==> src/rtl/fifo_pkg.sv <==
// Shared definitions for the narrow-write / wide-read FIFO.
package fifo_pkg;

    // Request classification, encoded as {rd, wr}.
    typedef enum logic [1:0] {
        OP_NONE = 2'b00,
        OP_WR   = 2'b01,
        OP_RD   = 2'b10,
        OP_RDWR = 2'b11
    } fifo_op_t;

    // Width of one read pair: two stored words side by side.
    function automatic int pair_width(input int data_width);
        return 2 * data_width;
    endfunction

endpackage

==> src/rtl/fifo_wide_rd_ctrl.sv <==
// Pointer, occupancy and status-flag controller for fifo_wide_rd.
//
// Request semantics: rd and wr are single-cycle requests with no handshake
// back-pressure signal. Each is judged on the pre-edge occupancy only: a write
// is accepted when the FIFO is not full, a read (popping two words) when at
// least two words are held. Rejected requests are dropped without side effect.
// While reset is high both requests are ignored.
module fifo_wide_rd_ctrl
    import fifo_pkg::*;
#(
    parameter int ADDR_WIDTH = 4
) (
    input  logic                  clk,
    input  logic                  reset,
    input  logic                  rd,
    input  logic                  wr,
    output logic [ADDR_WIDTH-1:0] w_addr,
    output logic [ADDR_WIDTH-1:0] r_addr0,
    output logic [ADDR_WIDTH-1:0] r_addr1,
    output logic                  w_en,
    output logic                  empty,
    output logic                  one_entry,
    output logic                  full
);

    localparam int DEPTH = 2 ** ADDR_WIDTH;
    localparam logic [ADDR_WIDTH:0]   C_DEPTH = (ADDR_WIDTH + 1)'(DEPTH);
    localparam logic [ADDR_WIDTH:0]   C_ONE   = (ADDR_WIDTH + 1)'(1);
    localparam logic [ADDR_WIDTH:0]   C_TWO   = (ADDR_WIDTH + 1)'(2);
    localparam logic [ADDR_WIDTH-1:0] P_ONE   = ADDR_WIDTH'(1);
    localparam logic [ADDR_WIDTH-1:0] P_TWO   = ADDR_WIDTH'(2);

    logic [ADDR_WIDTH-1:0] r_wr_ptr;
    logic [ADDR_WIDTH-1:0] r_rd_ptr;
    logic [ADDR_WIDTH:0]   r_count;
    logic                  r_empty;
    logic                  r_one_entry;
    logic                  r_full;

    logic                  w_write_ok;
    logic                  w_read_ok;
    fifo_op_t              w_op;
    logic [ADDR_WIDTH:0]   w_count_next;

    // Acceptance uses only the pre-edge count, so a same-cycle read never
    // makes room for a write.
    assign w_write_ok = wr & (r_count != C_DEPTH);
    assign w_read_ok  = rd & (r_count >= C_TWO);
    assign w_op       = fifo_op_t'({w_read_ok, w_write_ok});

    // Next occupancy from the accepted operation mix.
    always_comb begin
        w_count_next = r_count;
        case (w_op)
            OP_WR:   w_count_next = r_count + C_ONE;
            OP_RD:   w_count_next = r_count - C_TWO;
            OP_RDWR: w_count_next = r_count - C_ONE;
            default: w_count_next = r_count;
        endcase
    end

    // Pointers, count and registered flags; reset discards all queued data.
    always_ff @(posedge clk) begin
        if (reset) begin
            r_wr_ptr    <= '0;
            r_rd_ptr    <= '0;
            r_count     <= '0;
            r_empty     <= 1'b1;
            r_one_entry <= 1'b0;
            r_full      <= 1'b0;
        end else begin
            if (w_write_ok) r_wr_ptr <= r_wr_ptr + P_ONE;
            if (w_read_ok)  r_rd_ptr <= r_rd_ptr + P_TWO;
            r_count     <= w_count_next;
            r_empty     <= (w_count_next == '0);
            r_one_entry <= (w_count_next == C_ONE);
            r_full      <= (w_count_next == C_DEPTH);
        end
    end

    assign w_addr    = r_wr_ptr;
    assign r_addr0   = r_rd_ptr;
    assign r_addr1   = r_rd_ptr + P_ONE;
    assign w_en      = w_write_ok & ~reset;
    assign empty     = r_empty;
    assign one_entry = r_one_entry;
    assign full      = r_full;

endmodule

==> src/rtl/fifo_wide_rd.sv <==
// Circular FIFO taking single-word writes and delivering two-word reads,
// oldest word in the LSBs of r_data.
module fifo_wide_rd
    import fifo_pkg::*;
#(
    parameter int DATA_WIDTH = 8,
    parameter int ADDR_WIDTH = 4
) (
    input  logic                                clk,
    input  logic                                reset,
    input  logic                                rd,
    input  logic                                wr,
    input  logic [DATA_WIDTH-1:0]               w_data,
    output logic [pair_width(DATA_WIDTH)-1:0]   r_data,
    output logic                                empty,
    output logic                                one_entry,
    output logic                                full
);

    localparam int DEPTH = 2 ** ADDR_WIDTH;

    logic [DATA_WIDTH-1:0] r_mem [DEPTH];

    logic [ADDR_WIDTH-1:0] w_addr;
    logic [ADDR_WIDTH-1:0] w_raddr0;
    logic [ADDR_WIDTH-1:0] w_raddr1;
    logic                  w_we;

    fifo_wide_rd_ctrl #(
        .ADDR_WIDTH (ADDR_WIDTH)
    ) u_ctrl (
        .clk       (clk),
        .reset     (reset),
        .rd        (rd),
        .wr        (wr),
        .w_addr    (w_addr),
        .r_addr0   (w_raddr0),
        .r_addr1   (w_raddr1),
        .w_en      (w_we),
        .empty     (empty),
        .one_entry (one_entry),
        .full      (full)
    );

    // Synchronous write port; storage is intentionally not cleared by reset.
    always_ff @(posedge clk) begin
        if (w_we) r_mem[w_addr] <= w_data;
    end

    // Asynchronous pair read; the rd_ptr+1 address wraps naturally.
    assign r_data = {r_mem[w_raddr1], r_mem[w_raddr0]};

endmodule

==> config.mk <==
export PLATFORM = sky130hd
export DESIGN_NAME = fifo_wide_rd
export DESIGN_NICKNAME = d
export VERILOG_FILES = /design/src/rtl/fifo_pkg.sv /design/src/rtl/fifo_wide_rd_ctrl.sv /design/src/rtl/fifo_wide_rd.sv
export SDC_FILE = /design/constraint.sdc
export NUM_CORES = 1
export LEC_CHECK = 0
export CAP_MARGIN = 10
export CORE_MARGIN = 1.5
export CORE_UTILIZATION = 45
export DETAILED_ROUTE_END_ITERATION = 8
export PLACE_DENSITY = 0.7
export SLEW_MARGIN = 20
export SYNTH_ARGS = -nofsm -noshare
export SYNTH_HDL_FRONTEND = slang
export SYNTH_SLANG_ARGS = --single-unit
==> constraint.sdc <==
create_clock -name clk -period 3 [get_ports clk]
set_input_delay 0.3 -clock clk [delete_from_list [all_inputs] [get_ports clk]]
set_output_delay 0.3 -clock clk [all_outputs]
set_load 0.005 [all_outputs]
After elaboration in Yosys (flattened, before gate mapping)
Memory sizes are Yosys's and may differ from the RTL's. A register that Yosys moved wholly into a read port is not among the register bits.
Index checks and enable logic that the tools add are counted.
{"block": "classes", "add_sub_neg": 6, "magnitude_cmp": 1, "eq_ne": 6, "muxes": 5, "bitwise": 4, "n_reduce_logical": 1}
{"cell": "case mux 5 bit (3 select lines)", "n": 1}
{"cell": "adder 4 x 1 -> 4 bit (second input constant)", "n": 2}
{"cell": "2-to-1 mux 4 bit", "n": 2}
{"cell": "adder 5 x 1 -> 5 bit (second input constant)", "n": 1}
{"cell": "equality test 5 x 1 -> 1 bit (second input constant)", "n": 1}
{"cell": "equality test 5 bit (second input constant)", "n": 1}
{"cell": ">= comparator 5 x 2 -> 1 bit (second input constant)", "n": 1}
{"cell": "logical NOT 5 bit", "n": 1}
{"cell": "inequality test 5 bit (second input constant)", "n": 1}
{"cell": "subtractor 5 x 1 -> 5 bit (second input constant)", "n": 1}
{"cell": "subtractor 5 x 2 -> 5 bit (second input constant)", "n": 1}
{"cell": "adder 4 x 2 -> 4 bit (second input constant)", "n": 1}
{"cell": "equality test 2 bit (second input constant)", "n": 2}
{"cell": "AND 1 bit", "n": 3}
{"cell": "equality test 2 x 1 -> 1 bit (second input constant)", "n": 1}
{"cell": "2-to-1 mux 1 bit", "n": 2}
{"cell": "NOT 1 bit", "n": 1}
{"block": "totals", "ff_bits": 16, "ramBits": 128, "in_bits": 12, "out_inout_bits": 19, "wordCells": 30, "n_memories": 1}
{"memory": "r_mem", "words": 16, "word_bits": 8, "read_ports": 2, "rd_ports_with_merged_regs": 1, "wr": 1, "line_no": "fifo_wide_rd.sv:22", "source": "logic [DATA_WIDTH-1:0] r_mem [DEPTH];"}

Longest topological paths before layout
Gate-level depths: netlist of the first run.
{"block": "depth", "ltp_word": 5, "depth_mapped": 13, "mapped_depth_nobuf": 13}

Modules after synthesis
From an unflattened synthesis of the first run, not the netlist that was laid out.
{"block": "hier_totals", "hier_cells": 403, "hier_area_um2": 6998.0}
{"module": "fifo_wide_rd", "instances": 1, "cells_each": 291, "area_per_inst_um2": 6025.8, "seq_area_each_um2": 3843.7}
{"module": "fifo_wide_rd_ctrl", "instances": 1, "cells_each": 112, "area_per_inst_um2": 972.2, "seq_area_each_um2": 300.3}

Worst setup path before layout of the first run
Ideal clock, no wire load.
{"block": "synth_path", "kind": "reg-to-reg", "from": "reg u_ctrl.r_count[1]", "to": "reg u_ctrl.r_empty, in the netlist u_ctrl.empty", "setup_ps": 116, "arrival_time_ps": 2728, "setup_slack_ps": 155, "stages_incl_launch_ff": 14, "path_buffers": 0, "period_less_slack_ps": 2845, "cell_sequence": "dfxtp_1 -> inv_1 -> ha_1 -> or3b_4 -> o21ai_4 -> nand2b_1 -> inv_1 -> ha_1 -> nand2b_1 -> a21oi_1 -> o22ai_1 -> mux2_4 -> xnor2_2 -> a41o_1"}
{"block": "synth_between", "elab_chain_len": 5, "word_cells_on_any_way": 12, "cone_classes": "3 x add/sub; 1 x order compare; 4 x eq/ne; 1 x mux; 2 x bitwise; 1 x reduce/logical"}
{"element": "from (decl)", "line_no": "fifo_wide_rd_ctrl.sv:35", "source": "logic [ADDR_WIDTH:0] r_count;"}
{"element": "from (signal assigned)", "line_no": "fifo_wide_rd_ctrl.sv:74", "source": "r_count <= w_count_next;"}
{"element": ">= comparator 5 x 2 -> 1 bit or inequality test 5 bit (tied branches)", "line_no": "fifo_wide_rd_ctrl.sv:48, fifo_wide_rd_ctrl.sv:47"}
{"element": "AND 1 bit (on tied branches)", "line_no": "fifo_wide_rd_ctrl.sv:48, fifo_wide_rd_ctrl.sv:47"}
{"element": "equality test 2 bit or equality test 2 x 1 -> 1 bit (tied branches)", "line_no": "fifo_wide_rd_ctrl.sv:54", "source": "case (w_op)"}
{"element": "case mux 5 bit (3 select lines) *", "line_no": "fifo_wide_rd_ctrl.sv:54"}
{"element": "logical NOT 5 bit *", "line_no": "fifo_wide_rd_ctrl.sv:75", "source": "r_empty <= (w_count_next == '0);"}
{"element": "to (signal assigned)", "line_no": "fifo_wide_rd_ctrl.sv:75"}
{"element": "to (decl)", "line_no": "fifo_wide_rd_ctrl.sv:36", "source": "logic r_empty;"}
Every way passes the cells marked *; elsewhere a longest branch is shown, timed or not.
A chain may end at the register's enable or synchronous reset.

Worst setup path in the final report of the first run
{"block": "layout_path", "from": "reg u_ctrl.r_count[2]", "to": "reg u_ctrl.r_empty, in the netlist u_ctrl.empty"}
Same word-level chain as after synthesis.

==> flow_metrics.py, run 1 <==
metrics = {
    "synth": {
        "synth-edff-count": 128,
        "synth_seq_area_share": 0.717,
        "syn_inst": 317,
        "synth-seq-cells": 146,
        "synth_area_um2": 5870,
        "syn_avg_cell_area_um2": 18.5,
        "synthDominantCellAreaShare": 0.655,
        "ys_async_sr_fraction": 0,
        "syn_nets": 339,
        "synth_ff_type": "edfxtp_1",
        "synth_area_leaders": "edfxtp_1 66%, mux4_2 12%, dfxtp_1 6.1%",
        "synth_cell_types": 38,
        "yosysWarnings": 0,
        "synth_top_area_cell": "edfxtp_1",
    },
    "detailed_routing": {
        "dr.first_iter.drc_count": 193,
        "detail-route-antenna-nets": 0,
        "dr.pass1.iters": 7,
        "vias_per_cell": 5.28,
        "wirelength_um": 10900,
        "vias": 2970,
        "wl_per_cell_um": 19.4,
        "drc_errors": 0,
    },
    "global_route": {
        "grtUsageTotal": 0.177,
        "grt_pass1_vias": 3081,
        "grt-ovfl-total": 0,
        "grt_pass1_wl_um": 17100,
        "grt_max_degree": 19,
        "antenna_found_initial": 0,
    },
    "timing": {
        "setup-tns-final_ns": 0,
        "slew_violations": 0,
        "max_slew_margin": 0.603,
        "hold_violations": 0,
        "fin_crit_sh": 0.950,
        "finClkSkew_ns": 0.00629,
        "worst_pin_slew_ns": 0.595,
        "rsz0062_at_grt": "no",
        "finalCriticalPeriod_ns": 2.85,
        "setup_viol": 0,
        "fmax_mhz": 351,
    },
    "final_layout": {
        "fin_area_um2": 7190,
        "layout.nets": 399,
        "nFillCells": 931,
        "layout_common_cells": "128 x edfxtp_1, 32 x mux4_2, 30 x nor2_1, 30 x clkdlybuf4s50_1, 26 x buf_4",
        "mostFrequentLayoutCell": "edfxtp_1",
        "drive_above_1_share": 0.297,
        "antenna-diode-count": 0,
        "final_cells": 562,
        "final_util": 0.567,
        "area_growth_pct": 22.5,
    },
    "critical_path": {
        "critical_path_class": "flip-flop to flip-flop",
        "crit_family": "simple AND/OR/NAND/NOR gates",
        "cp_cell_sequence": "inv_1, ha_1, or3b_4, o21ai_4, nand2b_4, inv_1, ha_1, nor2_1, a21oi_1, and2_1, mux2_4, xnor2_2, a41o_1",
        "slowest_delay_ns": 0.42,
        "arrival_ns": 3.16,
        "worstPathMaxFanout": 5,
        "critPathBufInv": 2,
        "critPathRequiredTime_ns": 3.31,
        "crit_path_start_kind": "flip-flop",
        "slowest_stage": "or3b_4",
        "cp-end-kind": "flip-flop",
    },
    "cts": {
        "cts_tree": "built",
        "cts-buffers-inserted": 17,
        "clock_insertion_delay_worst_skew_ns": 0.41,
        "cts_max_level": 4,
        "clk_pin_slew_ns": 0.06,
        "cts.sinks": 146,
        "clk_path_buf_depth": 2,
        "cts_root_buffer": "clkbuf_16",
    },
    "pwr": {
        "p_switching_mw": 1.35,
        "p_sw_frac": 0.236,
        "clockPowerShare": 0.403,
        "vdd_drop_max_v": 0.000375,
        "p_int_mw": 4.37,
        "pwr-share-comb": 0.191,
        "power_density_nw_per_um2": 797,
        "p_leak_nw": 2.40,
        "seq_power_share": 0.405,
    },
    "placement": {
        "numPortBuffers": 30,
        "dpl.hpwl_um": 6530,
        "dp_cells": 528,
        "gp_congestion": 0.837,
        "placed_area_um2": 6490,
    },
    "floorplanning": {
        "die_area_um2": 13700,
        "core_area_um2": 12700,
        "die_w_um": 117,
        "ioPinCount": 31,
        "initial_core_util": 0.463,
        "rows": 41,
        "die_y_um": 117,
    },
    "job": {
        "drv_cap": 0,
    },
    "hold_path": {
        "min_path_type": "primary input to flip-flop",
    },
    "outcome": {
        "status": "completed",
    },
}
final cells by class:
type,instances,area [µm²],share of cell area
sequential,146,4210,0.585
multi-input combinational,148,1590,0.221
timing repair buffer,56,495,0.0689
clock buffer,17,425,0.0592
clock inverter,15,230,0.0320
tap,172,215,0.0299
inverter,8,30.0,0.00418
kinds of logic after synthesis:
logic type | count (synthesis) | share of synthesized area
fa+ha+maj | 10 | 0.0226
mux | 51 | 0.160
flops | 146 | 0.717
compound gates | 20 | 0.0243
xor+xnor | 8 | 0.0132
buf+inv | 23 | 0.0164
simple gates | 59 | 0.0471
power groups by stage:
stage          Sequential [mW]  Clock (mW)  Combinational, mW
3_5_place_dp              2.36           0               1.08
3_3_place_gp              2.36           0               1.07
2_1_floorplan             2.35           0              0.721
6_report                  2.32        2.31               1.10
5_1_grt                   2.33        2.44               1.20
4_1_cts                   2.32        2.35               1.09
path summary, 6_finish.rpt:
kind                      from                end  slack (ns)  depth (start not counted)
max reg2reg  u_ctrl.r_count[2]       u_ctrl.empty        0.15                         13
max          u_ctrl.r_count[2]       u_ctrl.empty        0.15                         13
min                         wr  u_ctrl.r_count[1]        0.52                          3
min reg2reg   u_ctrl.w_addr[0]   u_ctrl.w_addr[0]        0.60                          2
sequential cells by signal (all words and copies together), names as in the netlist, named ones only:
signal and cells:
u_ctrl.w_addr 4, u_ctrl.r_addr0 3, u_ctrl.empty 1, u_ctrl.full 1
r_mem 128, u_ctrl.r_count 5, u_ctrl.one_entry 1
Yosys cell counts (4+ instances only):
cell type,n
buf_1,4
inv_1,8
dfxtp_1,18
a21oi_1,8
edfxtp_1,128
clkbuf_1,5
ha_1,9
mux2_2,16
xor2_1,5
nand2b_1,4
nor2_1,30
buf_2,5
nor3_1,6
nand2_1,11
mux4_2,32
stage by stage:
stage	hold slack [ns]	setup WS, ns	total power, mW
detailed placement	0.599	0.0201	3.44
finish	0.524	0.150	5.73
global placement	0.580	0.124	3.42
floorplan	0.399	0.155	3.07
CTS	0.492	0.00562	5.75
global route	0.556	0.0195	5.96
timing repair:
action / in CTS / in global routing
endpoints found under the hold margin: 0 / 0
resized for setup: 0 / 5
setup buffers: 0 / 2
hold buffers: 0 / 0
setup endpoints to repair: 0 / 4
layer usage:
metal	track usage	wire length, µm
met1	0.242	4610
met2	0.272	5440
met3	0.0448	607
met4	0.0795	240
met5	0	0
worst reg2reg max path: cells and delay by family (launching register included):
family / cells / cell delay (ns)
DFF: 1 / 0.36
buffers and inverters: 2 / 0.18
and+or+nand+nor: 4 / 0.90
adders and majority gates: 2 / 0.38
muxes: 1 / 0.26
xor gates and xnor gates: 1 / 0.16
AOI/OAI and AO/OA: 3 / 0.51
Power figures use the tool's default switching activity.
==> run 2, diff against run 1 <==
Settings changed: SETUP_SLACK_MARGIN set to 0.1.
==> run 2 against run 1 <==
Design area rose by 0.49%. Core utilization is 0.28 points higher. Non-clock buffer count increased by 1. Via count decreased by 0.54%. Clock-buffer cell count stayed put. Combinational power is essentially flat. Routed wire length shrank 0.15%. Clock skew up 0.0023 ns. Largest power group unchanged.
==> flow_metrics.py, run 2 (synthesis gave the netlist of run 1 again) <==
metrics = {
    "global_route": {
        "antenna_found_initial": 0,
        "grt_max_degree": 19,
        "grt-ovfl-total": 0,
        "grt_pass1_wl_um": 17100,
        "grt_pass1_vias": 3059,
        "grtUsageTotal": 0.178,
    },
    "cts": {
        "clock_insertion_delay_worst_skew_ns": 0.41,
        "cts_max_level": 4,
        "clk_pin_slew_ns": 0.06,
        "cts.sinks": 146,
        "cts-buffers-inserted": 17,
        "hold_buffers": 0,
        "cts_tree": "built",
        "cts_root_buffer": "clkbuf_16",
        "clk_path_buf_depth": 2,
    },
    "final_layout": {
        "largest_reg_flops": 128,
        "drive_above_1_share": 0.317,
        "final_cells": 563,
        "area_growth_pct": 23.1,
        "mostFrequentLayoutCell": "edfxtp_1",
        "top_register": "r_mem",
        "antenna-diode-count": 0,
        "layout_common_cells": "128 x edfxtp_1, 32 x mux4_2, 30 x nor2_1, 30 x clkdlybuf4s50_1, 27 x buf_4",
        "layout.nets": 400,
    },
    "pwr": {
        "p_sw_frac": 0.235,
        "seq_power_share": 0.405,
        "pwr-share-comb": 0.195,
        "vdd_drop_max_v": 0.000380,
        "clockPowerShare": 0.400,
        "p_int_mw": 4.40,
        "power_density_nw_per_um2": 796,
        "p_leak_nw": 2.40,
        "p_switching_mw": 1.35,
    },
    "critical_path": {
        "timing.reg2reg.setup_slack_ns": 0.21,
        "reg2reg_from": "u_ctrl.r_count[2]",
        "crit_start": "u_ctrl.r_count[2]",
        "worstPathMaxFanout": 5,
        "critPathRequiredTime_ns": 3.31,
        "reg2reg_depth": 13,
        "rr_endpoint": "u_ctrl.empty",
        "crit_path_start_kind": "flip-flop",
        "critPathCapture": "u_ctrl.empty",
        "cp-end-kind": "flip-flop",
        "arrival_ns": 3.10,
        "critical_path_class": "flip-flop to flip-flop",
    },
    "timing": {
        "whs_ns": 0.509,
        "fmax_mhz": 358,
        "rsz0062_at_grt": "no",
        "slew_violations": 0,
        "finClkSkew_ns": 0.00861,
        "hold_violations": 0,
        "fin_crit_sh": 0.930,
        "setup-tns-final_ns": 0,
        "max_slew_margin": 0.614,
        "worst_pin_slew_ns": 0.578,
        "finalCriticalPeriod_ns": 2.79,
        "setup_viol": 0,
    },
    "detailed_routing": {
        "detail-route-antenna-nets": 0,
        "vias_per_cell": 5.25,
        "drc_errors": 0,
        "wl_per_cell_um": 19.3,
        "vias": 2954,
        "wirelength_um": 10900,
        "dr.first_iter.drc_count": 193,
        "dr.pass1.iters": 4,
    },
    "hold_path": {
        "hold_start": "wr",
        "min_path_type": "primary input to flip-flop",
    },
    "outcome": {
        "status": "completed",
    },
    "placement": {
        "dp_cells": 528,
        "numPortBuffers": 30,
        "gp_congestion": 0.837,
        "dpl.hpwl_um": 6530,
    },
    "floorplanning": {
        "core_area_um2": 12700,
        "die_area_um2": 13700,
        "ioPinCount": 31,
        "die_y_um": 117,
        "rows": 41,
        "initial_core_util": 0.463,
        "die_w_um": 117,
    },
    "job": {
        "drv_cap": 0,
    },
}
## run 2: worst min-delay path by stage
stage          cells past startpoint  slack, ns           endpoint
6_report                           3       0.51  u_ctrl.r_count[1]
5_1_grt                            3       0.55  u_ctrl.r_count[1]
4_1_cts                            3       0.49  u_ctrl.r_count[1]
3_5_place_dp                       2       0.60   u_ctrl.w_addr[0]
3_3_place_gp                       2       0.58   u_ctrl.w_addr[0]
2_1_floorplan                      0       0.40        r_mem[0][0]
## run 2: what timing repair did
item                                    4_1_cts  5_1_grt
endpoints found under the setup margin        3        4
buffers inserted                              0        3
pin swaps                                     0        1
resized for setup                             3       10
endpoints found under the hold margin         0        0
## run 2: final cells by class
type                    instances  area (µm²)
multi-input cells             148        1610
well taps                     172         215
clock inverters                15         230
clock buffers                  17         425
repair buffers                 57         503
inverters                       8        30.0
flip-flops and latches        146        4210
fillers                       926        5450
## run 2: per-layer routing
metal | wire (µm) | global-route usage | part of all wire
met5 | 0 | 0 | 0
met4 | 102 | 0.0763 | 0.0094
met3 | 507 | 0.0448 | 0.047
met2 | 5750 | 0.275 | 0.53
met1 | 4520 | 0.243 | 0.42
## run 2: power by group through the flow
stage	Sequential [mW]	Combinational, mW	Clock [mW]
final	2.33	1.12	2.30
after global routing	2.33	1.23	2.44
after CTS	2.32	1.10	2.35
after detailed placement	2.36	1.08	0
after global placement	2.36	1.07	0
after floorplan	2.35	0.721	0
## run 2: critical path, stage by stage (launching register included)
cell	delay, ns
dfxtp_4	0.37
inv_2	0.06
ha_2	0.16
or3b_4	0.41
o21ai_4	0.17
nand2b_4	0.15
inv_2	0.07
ha_4	0.28
nand2b_1	0.08
a21oi_2	0.14
o22ai_1	0.10
mux2_4	0.28
xnor2_2	0.16
a41o_1	0.24
## run 2: through the flow
stage	power, mW	utilization	instance area [µm²]	worst slack [ns]
2_1_floorplan	3.07	-	5870	0.155
4_1_cts	5.77	0.566	7170	0.110
3_5_place_dp	3.44	0.513	6490	0.0201
5_1_grt	6.00	0.570	7220	0.109
6_report	5.75	0.570	7220	0.209
3_3_place_gp	3.42	0.513	6490	0.124
